<file path="src/rtl/bfm_pkg.sv">
// Shared definitions for the bfm_alu block: op codes, result type and the
// reference operation function used by both the datapath and its model.
package bfm_pkg;

  localparam int unsigned OP_ADD = 0;
  localparam int unsigned OP_SUB = 1;
  localparam int unsigned OP_XOR = 2;
  localparam int unsigned OP_MUL = 3;
  localparam int unsigned OP_MAX = 4;

  localparam int unsigned DATA_W = 8;
  localparam int unsigned MAX_W  = 32;
  localparam int unsigned PROD_W = 2 * MAX_W;

  typedef logic [DATA_W-1:0] result_t;

  // Unsigned op on the low 'width' bits; MUL keeps the full product before masking.
  function automatic logic [MAX_W-1:0] alu_op(input logic [MAX_W-1:0] a,
                                              input logic [MAX_W-1:0] b,
                                              input int unsigned      width,
                                              input int unsigned      op,
                                              input logic             sat);
    logic [PROD_W-1:0] mask;
    logic [PROD_W-1:0] wa;
    logic [PROD_W-1:0] wb;
    logic [PROD_W-1:0] r;
    mask = (PROD_W'(1) << width) - PROD_W'(1);
    wa   = PROD_W'(a) & mask;
    wb   = PROD_W'(b) & mask;
    case (op)
      OP_SUB:  r = (sat && (wa < wb)) ? '0 : (wa - wb);
      OP_XOR:  r = wa ^ wb;
      OP_MUL:  r = wa * wb;
      OP_MAX:  r = (wb > wa) ? wb : wa;
      default: begin
        r = wa + wb;
        if (sat && (r > mask)) r = mask;
      end
    endcase
    return MAX_W'(r & mask);
  endfunction

endpackage

</file>
<file path="src/rtl/bfm_pipe.sv">
// WIDTH x DEPTH delay line with async clear and a synchronous flush.
module bfm_pipe #(
  parameter int unsigned WIDTH = 8,
  parameter int unsigned DEPTH = 1
) (
  input  logic             clk_i,
  input  logic             rst_ni,
  input  logic             flush_i,
  input  logic [WIDTH-1:0] d_i,
  output logic [WIDTH-1:0] q_o
);

  logic [DEPTH-1:0][WIDTH-1:0] stage_d;
  logic [DEPTH-1:0][WIDTH-1:0] stage_q;

  always_comb begin
    stage_d = '0;
    if (!flush_i) begin
      stage_d[0] = d_i;
      for (int unsigned i = 1; i < DEPTH; i++) begin
        stage_d[i] = stage_q[i-1];
      end
    end
  end

  always_ff @(posedge clk_i or negedge rst_ni) begin
    if (!rst_ni) stage_q <= '0;
    else         stage_q <= stage_d;
  end

  assign q_o = stage_q[DEPTH-1];

endmodule

</file>
<file path="src/rtl/bfm_alu.sv">
// Pipelined two-operand unsigned ALU: operand registers, reset release,
// operation/saturation logic and a result delay line ending in res_o.
module bfm_alu
  import bfm_pkg::*;
#(
  parameter int unsigned WIDTH   = 8,
  parameter int unsigned OP      = 0,
  parameter int unsigned SAT     = 0,
  parameter int unsigned LATENCY = 2
) (
  input  logic             clk_i,
  input  logic             reset_i,
  input  logic [WIDTH-1:0] A_s,
  input  logic [WIDTH-1:0] B_s,
  output logic [WIDTH-1:0] res_o
);

  localparam int unsigned PIPE_D = (LATENCY > 1) ? LATENCY - 1 : 1;
  localparam logic        SAT_EN = (SAT != 0);

  logic             run_d;
  logic             run_q;
  logic [WIDTH-1:0] opa;
  logic [WIDTH-1:0] opb;
  logic [WIDTH-1:0] res_d;

  // Release flop: the pipeline holds its cleared state on the first edge after
  // reset_i rises and the operand stage captures again on the second.
  always_comb begin
    run_d = 1'b1;
  end

  always_ff @(posedge clk_i or negedge reset_i) begin
    if (!reset_i) run_q <= 1'b0;
    else          run_q <= run_d;
  end

  if (LATENCY > 1) begin : g_in_reg
    logic [WIDTH-1:0] a_d;
    logic [WIDTH-1:0] b_d;
    logic [WIDTH-1:0] a_q;
    logic [WIDTH-1:0] b_q;

    always_comb begin
      a_d = '0;
      b_d = '0;
      if (run_q) begin
        a_d = A_s;
        b_d = B_s;
      end
    end

    always_ff @(posedge clk_i or negedge reset_i) begin
      if (!reset_i) begin
        a_q <= '0;
        b_q <= '0;
      end else begin
        a_q <= a_d;
        b_q <= b_d;
      end
    end

    assign opa = a_q;
    assign opb = b_q;
  end else begin : g_in_direct
    // Single-stage build registers the result straight from the input pins.
    assign opa = A_s;
    assign opb = B_s;
  end

  always_comb begin
    res_d = WIDTH'(alu_op(MAX_W'(opa), MAX_W'(opb), WIDTH, OP, SAT_EN));
  end

  bfm_pipe #(
    .WIDTH (WIDTH),
    .DEPTH (PIPE_D)
  ) u_pipe (
    .clk_i   (clk_i),
    .rst_ni  (reset_i),
    .flush_i (!run_q),
    .d_i     (res_d),
    .q_o     (res_o)
  );

endmodule

</file>
<file path="config.mk">
export PLATFORM = sky130hd
export DESIGN_NAME = bfm_alu
export DESIGN_NICKNAME = d
export VERILOG_FILES = /design/src/rtl/bfm_pkg.sv /design/src/rtl/bfm_pipe.sv /design/src/rtl/bfm_alu.sv
export SDC_FILE = /design/constraint.sdc
export NUM_CORES = 1
export LEC_CHECK = 0
export CAP_MARGIN = 20
export CORE_UTILIZATION = 45
export CTS_CLUSTER_DIAMETER = 100
export DETAILED_ROUTE_END_ITERATION = 7
export PLACE_DENSITY = 0.76
export SLEW_MARGIN = 30
export SYNTH_ARGS = -nofsm -noshare
export SYNTH_HDL_FRONTEND = slang
export SYNTH_HIERARCHICAL = 1
export SYNTH_SLANG_ARGS = --single-unit
</file>
<file path="constraint.sdc">
create_clock -name clk_i -period 4 [get_ports clk_i]
set_input_delay 0.6 -clock clk_i [delete_from_list [all_inputs] [get_ports clk_i]]
set_output_delay 0.6 -clock clk_i [all_outputs]
set_load 0.1 [all_outputs]
</file>
==> impl_metrics.csv, run 1 <==
group,metric,value,unit
grt,grt_pass1_vias,711,
layout,drive_above_1_share,4.92,%
yosys,synthTopCellsByCount,"dfrtp_1, and2_1, nor2b_1",
layout,syn2layout_area_growth,27.2,%
place,dp.final_hpwl,1210,um
layout,nNetsFinal,149,
critical_path,worstRegToRegCells,7,
clocking,cts_buffer_depth,2,
flow_run,cap_violations,0,
yosys,yosys_most_used_dff,"dfrtp_1",
critical_path,cpMaxStageDelayCell,"clkdlybuf4s50_1",
detailed_routing,via_per_inst,4.94,
timing,final-hold-violation-count,0,
power,power,0.000519,W
worst_hold_path,hold_path.class,"input port to asynchronous set/reset pin",
clocking,clock_sinks,25,
yosys,syn_area,1120,um2
yosys,synth_top_area_cell,"dfrtp_1",
critical_path,crit_chain,"clkdlybuf4s50_1",
power,leakagePower,0.655,nW
floorplanning,dieArea,2690,um2
clocking,hold_buffers,0,
grt,antenna_found_initial,0,
critical_path,reg2reg_to,"u_pipe/q_o[6]",
floorplanning,rows,17,
power,intPower,0.000356,W
timing,fin_ws,1.62,ns
detailed_routing,vias,741,
timing,fin_crit_sh,59.4,%
clocking,postCtsSetupBuffers,0,
critical_path,critPathKind,"flop to output pin",
yosys,synth_seq_cells,25,
timing,drv_slew,0,
critical_path,r2r_slack,2.26,ns
layout,nFillCells,195,
clocking,htreeDepth,1,
critical_path,slowest_delay,1.12,ns
run_status,status,"finished clean",
power,power_frac_clock,20.8,%
clocking,cts_tree,"built",
yosys,seq_area_frac_synth,55.9,%
detailed_routing,routed_wirelength,1610,um
clocking,cts_buffers,3,
grt,grt_first_pass_wirelength,2870,um
clocking,post_cts_resized,0,
yosys,ys_warn_count,6,
power,switching_share,31.3,%
timing,max_slew_margin,35.8,%
grt,grt.total_usage,15.2,%
yosys,synthDistinctLibCells,27,
clocking,cts_root_buffer,"clkbuf_4",
clocking,insertion_delay,0.31,ns
timing,rsz0062_at_grt,"no",
yosys,syn_inst,94,
timing,min_period,2.38,ns
power,peakVddDrop,0.000218,V
critical_path,reg2reg_from,"g_in_reg.b_q[0]",
power,p_per_area,364,nW/um2
clocking,clk_pin_slew,0.13,ns
yosys,synthTopCellsByArea,"dfrtp_1, and2_1, ha_1",
place,io_buffers,25,
power,p_seq_share,52.9,%
detailed_routing,drtPass1Iterations,4,
yosys,async_flop_share,100,%
floorplanning,fp.coreArea,2280,um2
yosys,synth.avg_cell_area,11.9,um2
critical_path,endpoint_kind,"output pin",
detailed_routing,wl_per_cell,10.8,um
critical_path,cp_num_buf_inv,1,
floorplanning,boundaryPins,26,
floorplanning,fp.dieH,51.9,um
timing,worstMarginPinSlew,0.961,ns
critical_path,crit_fanout,1,
place,gp_congestion,0.735,
grt,grt_max_degree,26,
critical_path,required,3.40,ns
floorplanning,die_w,51.9,um
detailed_routing,antenna_left,0,
power,p_comb_share,26.3,%
timing,fin_setup_tns,0,ns
timing,achievable-frequency,421,MHz
layout,final_core_util,62.5,%
yosys,synth-edff-count,0,
yosys,yosysMostFrequentCell,"dfrtp_1",
place,post-place-ws,1.97,ns
yosys,synth_top_area_share,55.9,%
timing,final-setup-viol-count,0,
timing,clock_skew,0.00136,ns
layout,final_area,1420,um2
place,placed_area,1400,um2
detailed_routing,drc_errors,0,
detailed_routing,drt_iter0_drc,4,
critical_path,critPathTopFamily,"buffers and inverters",
critical_path,cp-start-kind,"flop",
critical_path,worst-endpoint-arrival,1.78,ns
grt,grt_overflow,0,
yosys,syn_nets,120,
floorplanning,start_util,49.1,%
power,power_switching,0.000162,W
layout,num_antenna_cells,0,
-- final cells by class --
| cell class | instances | area [um2] | area share (%) |
|---|---|---|---|
| clock inverter | 1 | 5.00 | 0.352 |
| tap | 28 | 35.0 | 2.46 |
| clock buffer | 3 | 22.5 | 1.58 |
| sequential | 25 | 626 | 44.0 |
| timing repair buffer | 25 | 245 | 17.2 |
| multi-input combinational | 62 | 467 | 32.8 |
| inverter | 6 | 22.5 | 1.58 |
-- how the worst max path moves through the flow --
stage                    startpoint             to  slack, ns  cells past startpoint
floorplan           g_in_reg.b_q[0]  u_pipe/q_o[6]       2.41                      7
finish                u_pipe/q_o[5]       res_o[5]       1.62                      1
CTS                   u_pipe/q_o[0]       res_o[0]       1.59                      1
detailed placement    u_pipe/q_o[0]       res_o[0]       1.97                      1
global placement      u_pipe/q_o[5]       res_o[5]       1.98                      1
global route          u_pipe/q_o[5]       res_o[5]       1.55                      1
-- flip-flops by register name, summed over array words and instances, names as in the netlist --
name / count
g_in_reg.a_q: 8
g_in_reg.b_q: 8
u_pipe/q_o: 8
run_q: 1
-- cells in the final DEF, fill, tap and decap left out, types with 2 or more instances in the layout --
master,n
dfrtp_1,25
o211ai_1,3
xor2_1,2
xnor2_1,2
and2_1,16
ha_1,7
o21ai_0,2
clkbuf_4,3
nor2b_1,9
a21oi_1,5
clkdlybuf4s50_1,24
inv_1,6
-- per-layer routing --
layer	part of all wire, %	wire length [um]	vias up	global-route usage [%]
met5	0	0	-	0
met4	1.1	17	0	9.46
met3	3.5	57	2	3.51
met2	50	814	19	26.5
met1	45	724	351	16.3
li1	-	-	369	-
-- kinds of logic (layout without fill, tap and decap cells) --
family,after synthesis,in the layout,share of synthesized area (%)
fa+ha+maj,8,8,9.62
buf+inv,7,35,2.35
other cells,1,1,0.335
xor+xnor,4,4,3.13
flops,25,25,55.9
compound gates,18,18,11.1
simple gates,31,31,17.6
-- stage by stage --
step / hold slack, ns / cells
3_5_place_dp: 0.584 / 146
6_report: 0.249 / 150
3_3_place_gp: 0.572 / 146
2_1_floorplan: 0.304 / 94
5_1_grt: 0.271 / 150
4_1_cts: 0.255 / 150
-- power groups by stage --
stage | Combinational (W) | Clock, W | Sequential [W]
after floorplan | 0.0000423 | 0 | 0.000332
after detailed placement | 0.000137 | 0 | 0.000280
after CTS | 0.000137 | 0.000114 | 0.000275
after global routing | 0.000146 | 0.000125 | 0.000277
after global placement | 0.000135 | 0 | 0.000279
final | 0.000136 | 0.000108 | 0.000274
No activity file was read; power rests on OpenSTA's default activity.
==> run 2: changes to the inputs <==
clock period = 2.2 ns   (was 4 ns; I/O delays follow)
==> run 2 against run 1 <==
Effect of this change: clock power up 80%; via count down 1.5%; hold slack better by 0.12 ns; sequential power up 82%; total power up 81%; largest power group unchanged; largest cell class unchanged; count of clock-buffer cells in the layout up 1.
==> impl_metrics.csv, run 2 (synthesized netlist as in run 1, its figures left out) <==
group,metric,value,unit
detailed_routing,wl_met2,815,um
critical_path,r2r_slack,0.49,ns
power,switching_share,31.1,%
power,p_comb_share,26.2,%
detailed_routing,drc_errors,0,
layout,final_common_cell,"dfrtp_1",
power,p_per_area,665,nW/um2
clocking,cts_root_buffer,"clkbuf_4",
clocking,cts_buffer_depth,2,
floorplanning,fp.coreArea,2280,um2
critical_path,required,2.40,ns
detailed_routing,routed_wirelength,1630,um
layout,nNetsFinal,150,
timing,fin_crit_sh,77.6,%
power,power_switching,0.000292,W
critical_path,reg2reg_to,"u_pipe/q_o[5]",
detailed_routing,via_per_inst,4.83,
clocking,post_cts_resized,0,
timing,hold_ws,0.369,ns
detailed_routing,vias,730,
detailed_routing,antenna_left,0,
grt,grt_overflow,0,
critical_path,endpoint_kind,"flop",
critical_path,reg2reg_from,"g_in_reg.b_q[1]",
place,post-place-ws,0.500,ns
critical_path,worstRegToRegCells,5,
floorplanning,fp.dieH,51.9,um
critical_path,critPathKind,"flop to flop",
detailed_routing,met1Wirelength,736,um
place,gp_congestion,0.798,
critical_path,crit_fanout,3,
timing,achievable-frequency,586,MHz
grt,grt_pass1_vias,717,
floorplanning,die_w,51.9,um
grt,grt_max_degree,26,
layout,final_core_util,62.1,%
worst_hold_path,hold_path.class,"input port to asynchronous set/reset pin",
clocking,htreeDepth,1,
timing,fin_setup_tns,0,ns
power,p_seq_share,53.1,%
detailed_routing,wl_per_cell,10.8,um
layout,drive_above_1_share,10.6,%
power,intPower,0.000648,W
timing,final-hold-violation-count,0,
timing,clock_skew,0.00364,ns
clocking,insertion_delay,0.30,ns
clocking,clk_pin_slew,0.13,ns
power,power_frac_clock,20.7,%
layout,num_antenna_cells,0,
timing,rsz0062_at_grt,"no",
layout,final_area,1410,um2
floorplanning,boundaryPins,26,
clocking,cts_buffers,3,
clocking,clock_sinks,25,
timing,fin_ws,0.492,ns
detailed_routing,met3_length,59,um
floorplanning,dieArea,2690,um2
timing,final-setup-viol-count,0,
power,leakagePower,0.670,nW
flow_run,cap_violations,0,
power,peakVddDrop,0.000401,V
critical_path,cp-start-kind,"flop",
detailed_routing,route.top_layer_used,"met4",
layout,nFillCells,180,
timing,drv_slew,0,
detailed_routing,drtPass1Iterations,4,
grt,antenna_found_initial,0,
layout,multiInputGateArea,467,um2
layout,layout_common_cells,"dfrtp_1, clkdlybuf4s50_1, and2_1, nor2b_1, buf_4",
floorplanning,rows,17,
place,io_buffers,25,
grt,grt.total_usage,14.7,%
place,dp.final_hpwl,1270,um
clocking,hold_buffers,0,
layout,syn2layout_area_growth,26.4,%
place,placed_area,1390,um2
timing,min_period,1.71,ns
grt,grt_first_pass_wirelength,2840,um
critical_path,worst-endpoint-arrival,1.91,ns
floorplanning,start_util,49.1,%
layout,ff_latch_area,626,um2
run_status,status,"finished clean",
clocking,postCtsSetupBuffers,0,
clocking,cts_tree,"built",
detailed_routing,drt_iter0_drc,4,
[run 2: cell types whose count changed in the layout (fill, tap and decap cells not counted)]
cell	change
clkdlybuf4s50_1	-7
clkinv_2	-1
buf_4	+9
clkbuf_1	+1
buf_2	-1
[run 2: per-layer routing]
metal | vias up | GRT usage [%]
met5 | - | 0
met4 | 0 | 8.11
met3 | 2 | 2.63
met2 | 17 | 25.9
met1 | 341 | 16.5
li1 | 370 | -
[run 2: power groups by stage]
stage	Combinational (W)	Clock, W	Sequential [W]
2_1_floorplan	0.0000769	0	0.000603
3_3_place_gp	0.000244	0	0.000508
3_5_place_dp	0.000247	0	0.000509
4_1_cts	0.000248	0.000205	0.000500
5_1_grt	0.000264	0.000221	0.000503
6_report	0.000246	0.000194	0.000499
[run 2: critical path: stages, from the launching register on]
cell and delay, ns:
dfrtp_1 0.40, ha_1 0.32, a211oi_1 0.39, o21ai_0 0.20
xor2_1 0.16, nor2b_1 0.13
[run 2: worst max-delay path by stage]
| stage | startpoint | end | slack [ns] | depth (start not counted) |
|---|---|---|---|---|
| global placement | g_in_reg.b_q[1] | u_pipe/q_o[5] | 0.55 | 5 |
| finish | g_in_reg.b_q[1] | u_pipe/q_o[5] | 0.49 | 5 |
| global route | g_in_reg.b_q[0] | u_pipe/q_o[6] | 0.39 | 7 |
| CTS | g_in_reg.b_q[1] | u_pipe/q_o[5] | 0.49 | 5 |
| detailed placement | g_in_reg.b_q[1] | u_pipe/q_o[5] | 0.50 | 5 |
| floorplan | g_in_reg.b_q[0] | u_pipe/q_o[6] | 0.61 | 7 |
[run 2: per-stage QoR]
step                      total power [W]  instances
after floorplan                  0.000680         94
after global placement           0.000752        147
after detailed placement         0.000756        147
after CTS                        0.000953        151
after global routing             0.000988        151
final                            0.000940        151
[run 2: final cells by class]
type	count	area share, %
Clock buffer	4	1.86
Inverter	6	1.59
Multi-Input combinational cell	62	33.0
Sequential cell	25	44.2
Tap cell	28	2.48
Timing Repair Buffer	26	16.8
==> run 3: changes to the inputs <==
clock period = 1.61 ns   (was 2.2 ns; I/O delays follow)
==> run 3 against run 2 <==
Effect of this change: via count is 6.2% higher; critical endpoint is now u_pipe/q_o[6]; highest routed layer unchanged; sequential power is 39% higher; maximum frequency rose by 5.3%; critical path type unchanged; the flow now finishes with violations (negative setup slack).
==> impl_metrics.csv, run 3 (synthesized netlist as in run 1, its figures left out) <==
group,metric,value,unit
critical_path,required,1.85,ns
timing,min_period,1.62,ns
floorplanning,fp.dieH,51.9,um
floorplanning,start_util,49.1,%
detailed_routing,routed_wirelength,1830,um
clocking,clock_sinks,25,
place,gp_congestion,0.743,
floorplanning,dieArea,2690,um2
detailed_routing,vias,775,
grt,grt.total_usage,15.0,%
power,peakVddDrop,0.000601,V
grt,grt_first_pass_wirelength,3000,um
grt,grt_overflow,0,
clocking,cts_root_buffer,"clkbuf_4",
layout,layout_common_cells,"dfrtp_1, clkdlybuf4s50_1, and2_1, nor2b_1, buf_12",
detailed_routing,drc_errors,0,
place,dp.final_hpwl,1270,um
critical_path,reg2reg_from,"g_in_reg.a_q[0]",
layout,nNetsFinal,154,
layout,drive_above_1_share,18.1,%
detailed_routing,drt_iter0_drc,6,
floorplanning,rows,17,
floorplanning,boundaryPins,26,
power,p_per_area,865,nW/um2
place,io_buffers,25,
layout,num_antenna_cells,0,
grt,grt_pass1_vias,753,
critical_path,endpoint_kind,"flop",
power,power_frac_clock,19.2,%
critical_path,r2r_slack,-0.01,ns
clocking,cts_buffer_depth,2,
run_status,violations,"negative setup slack",
timing,fin_ws,-0.0112,ns
floorplanning,die_w,51.9,um
layout,syn2layout_area_growth,40.3,%
critical_path,reg2reg_to,"u_pipe/q_o[6]",
power,switching_share,30.4,%
worst_hold_path,hold_path.class,"input port to asynchronous set/reset pin",
clocking,clk_pin_slew,0.12,ns
timing,final-setup-viol-count,1,
run_status,status,"complete, but fails checks",
power,intPower,0.000944,W
timing,drv_slew,0,
detailed_routing,via_per_inst,5.00,
detailed_routing,wl_per_cell,11.8,um
timing,clock_skew,0.000634,ns
power,leakagePower,0.719,nW
layout,instances_no_fill,155,
power,p_comb_share,29.6,%
critical_path,crit_fanout,3,
grt,grt_max_degree,26,
power,power_switching,0.000413,W
clocking,cts_tree,"built",
layout,final_core_util,68.9,%
timing,rsz0062_at_grt,"yes",
timing,final-hold-violation-count,0,
critical_path,critPathKind,"flop to flop",
power,p_seq_share,51.2,%
layout,final_common_cell,"dfrtp_1",
critical_path,worst-endpoint-arrival,1.86,ns
clocking,insertion_delay,0.30,ns
flow_run,cap_violations,0,
timing,fin_crit_sh,101,%
place,place_inst,150,
grt,antenna_found_initial,0,
floorplanning,fp.coreArea,2280,um2
detailed_routing,antenna_left,0,
timing,fin_setup_tns,-0.0112,ns
clocking,cts_buffers,3,
critical_path,cp-start-kind,"flop",
critical_path,worstRegToRegCells,7,
timing,achievable-frequency,617,MHz
clocking,htreeDepth,1,
detailed_routing,drtPass1Iterations,6,
run 3: cell type report:
type	count	area, um2
clock buffer	4	26.3
multi-input combinational	62	492
fill	148	707
inverter	6	22.5
tap	28	35.0
timing repair buffer	30	368
sequential	25	626
run 3: worst max-delay path, stage by stage (launching register included):
cell and delay [ns]:
dfrtp_1 0.39, ha_2 0.19, inv_2 0.07, fa_2 0.23, nor2b_4 0.05, o31a_1 0.25
o311ai_1 0.22, nor2b_1 0.15
run 3: metal layers:
metal	share of wire [%]	vias to the layer above	GRT usage, %
met5	0	-	0
met4	3.1	0	5.86
met3	4.1	6	1.75
met2	52	25	27.8
met1	41	362	17.2
li1	-	382	-
run 3: how the worst max path moves through the flow:
| stage | from | endpoint | slack, ns | cells past startpoint |
|---|---|---|---|---|
| 2_1_floorplan | g_in_reg.b_q[0] | u_pipe/q_o[6] | 0.02 | 7 |
| 3_3_place_gp | g_in_reg.b_q[1] | u_pipe/q_o[5] | -0.04 | 5 |
| 5_1_grt | g_in_reg.a_q[0] | u_pipe/q_o[6] | -0.11 | 7 |
| 4_1_cts | g_in_reg.a_q[0] | u_pipe/q_o[6] | -0.02 | 7 |
| 6_report | g_in_reg.a_q[0] | u_pipe/q_o[6] | -0.01 | 7 |
| 3_5_place_dp | g_in_reg.b_q[0] | u_pipe/q_o[6] | -0.08 | 7 |
run 3: power groups by stage:
stage          registers (W)  clock network (W)  logic, W
2_1_floorplan       0.000824                  0  0.000105
3_5_place_dp        0.000707                  0  0.000390
3_3_place_gp        0.000705                  0  0.000386
6_report            0.000695           0.000260  0.000402
4_1_cts             0.000694           0.000275  0.000396
5_1_grt             0.000699           0.000303  0.000426
run 3: metrics by stage:
step | area, um2 | hold slack (ns) | total power, W | setup slack, ns
floorplan | 1120 | -0.0541 | 0.000929 | 0.0228
global placement | 1510 | 0.573 | 0.00109 | -0.0409
detailed placement | 1510 | 0.589 | 0.00110 | -0.0761
CTS | 1550 | 0.286 | 0.00137 | -0.0219
global route | 1570 | 0.316 | 0.00143 | -0.115
finish | 1570 | 0.282 | 0.00136 | -0.0112
run 3: what timing repair did:
action                                  4_1_cts  5_1_grt
endpoints found under the setup margin        3        3
buffers inserted                              0        1
hold buffers                                  0        0
gates resized for setup                       4        4
pin swaps                                     3        0
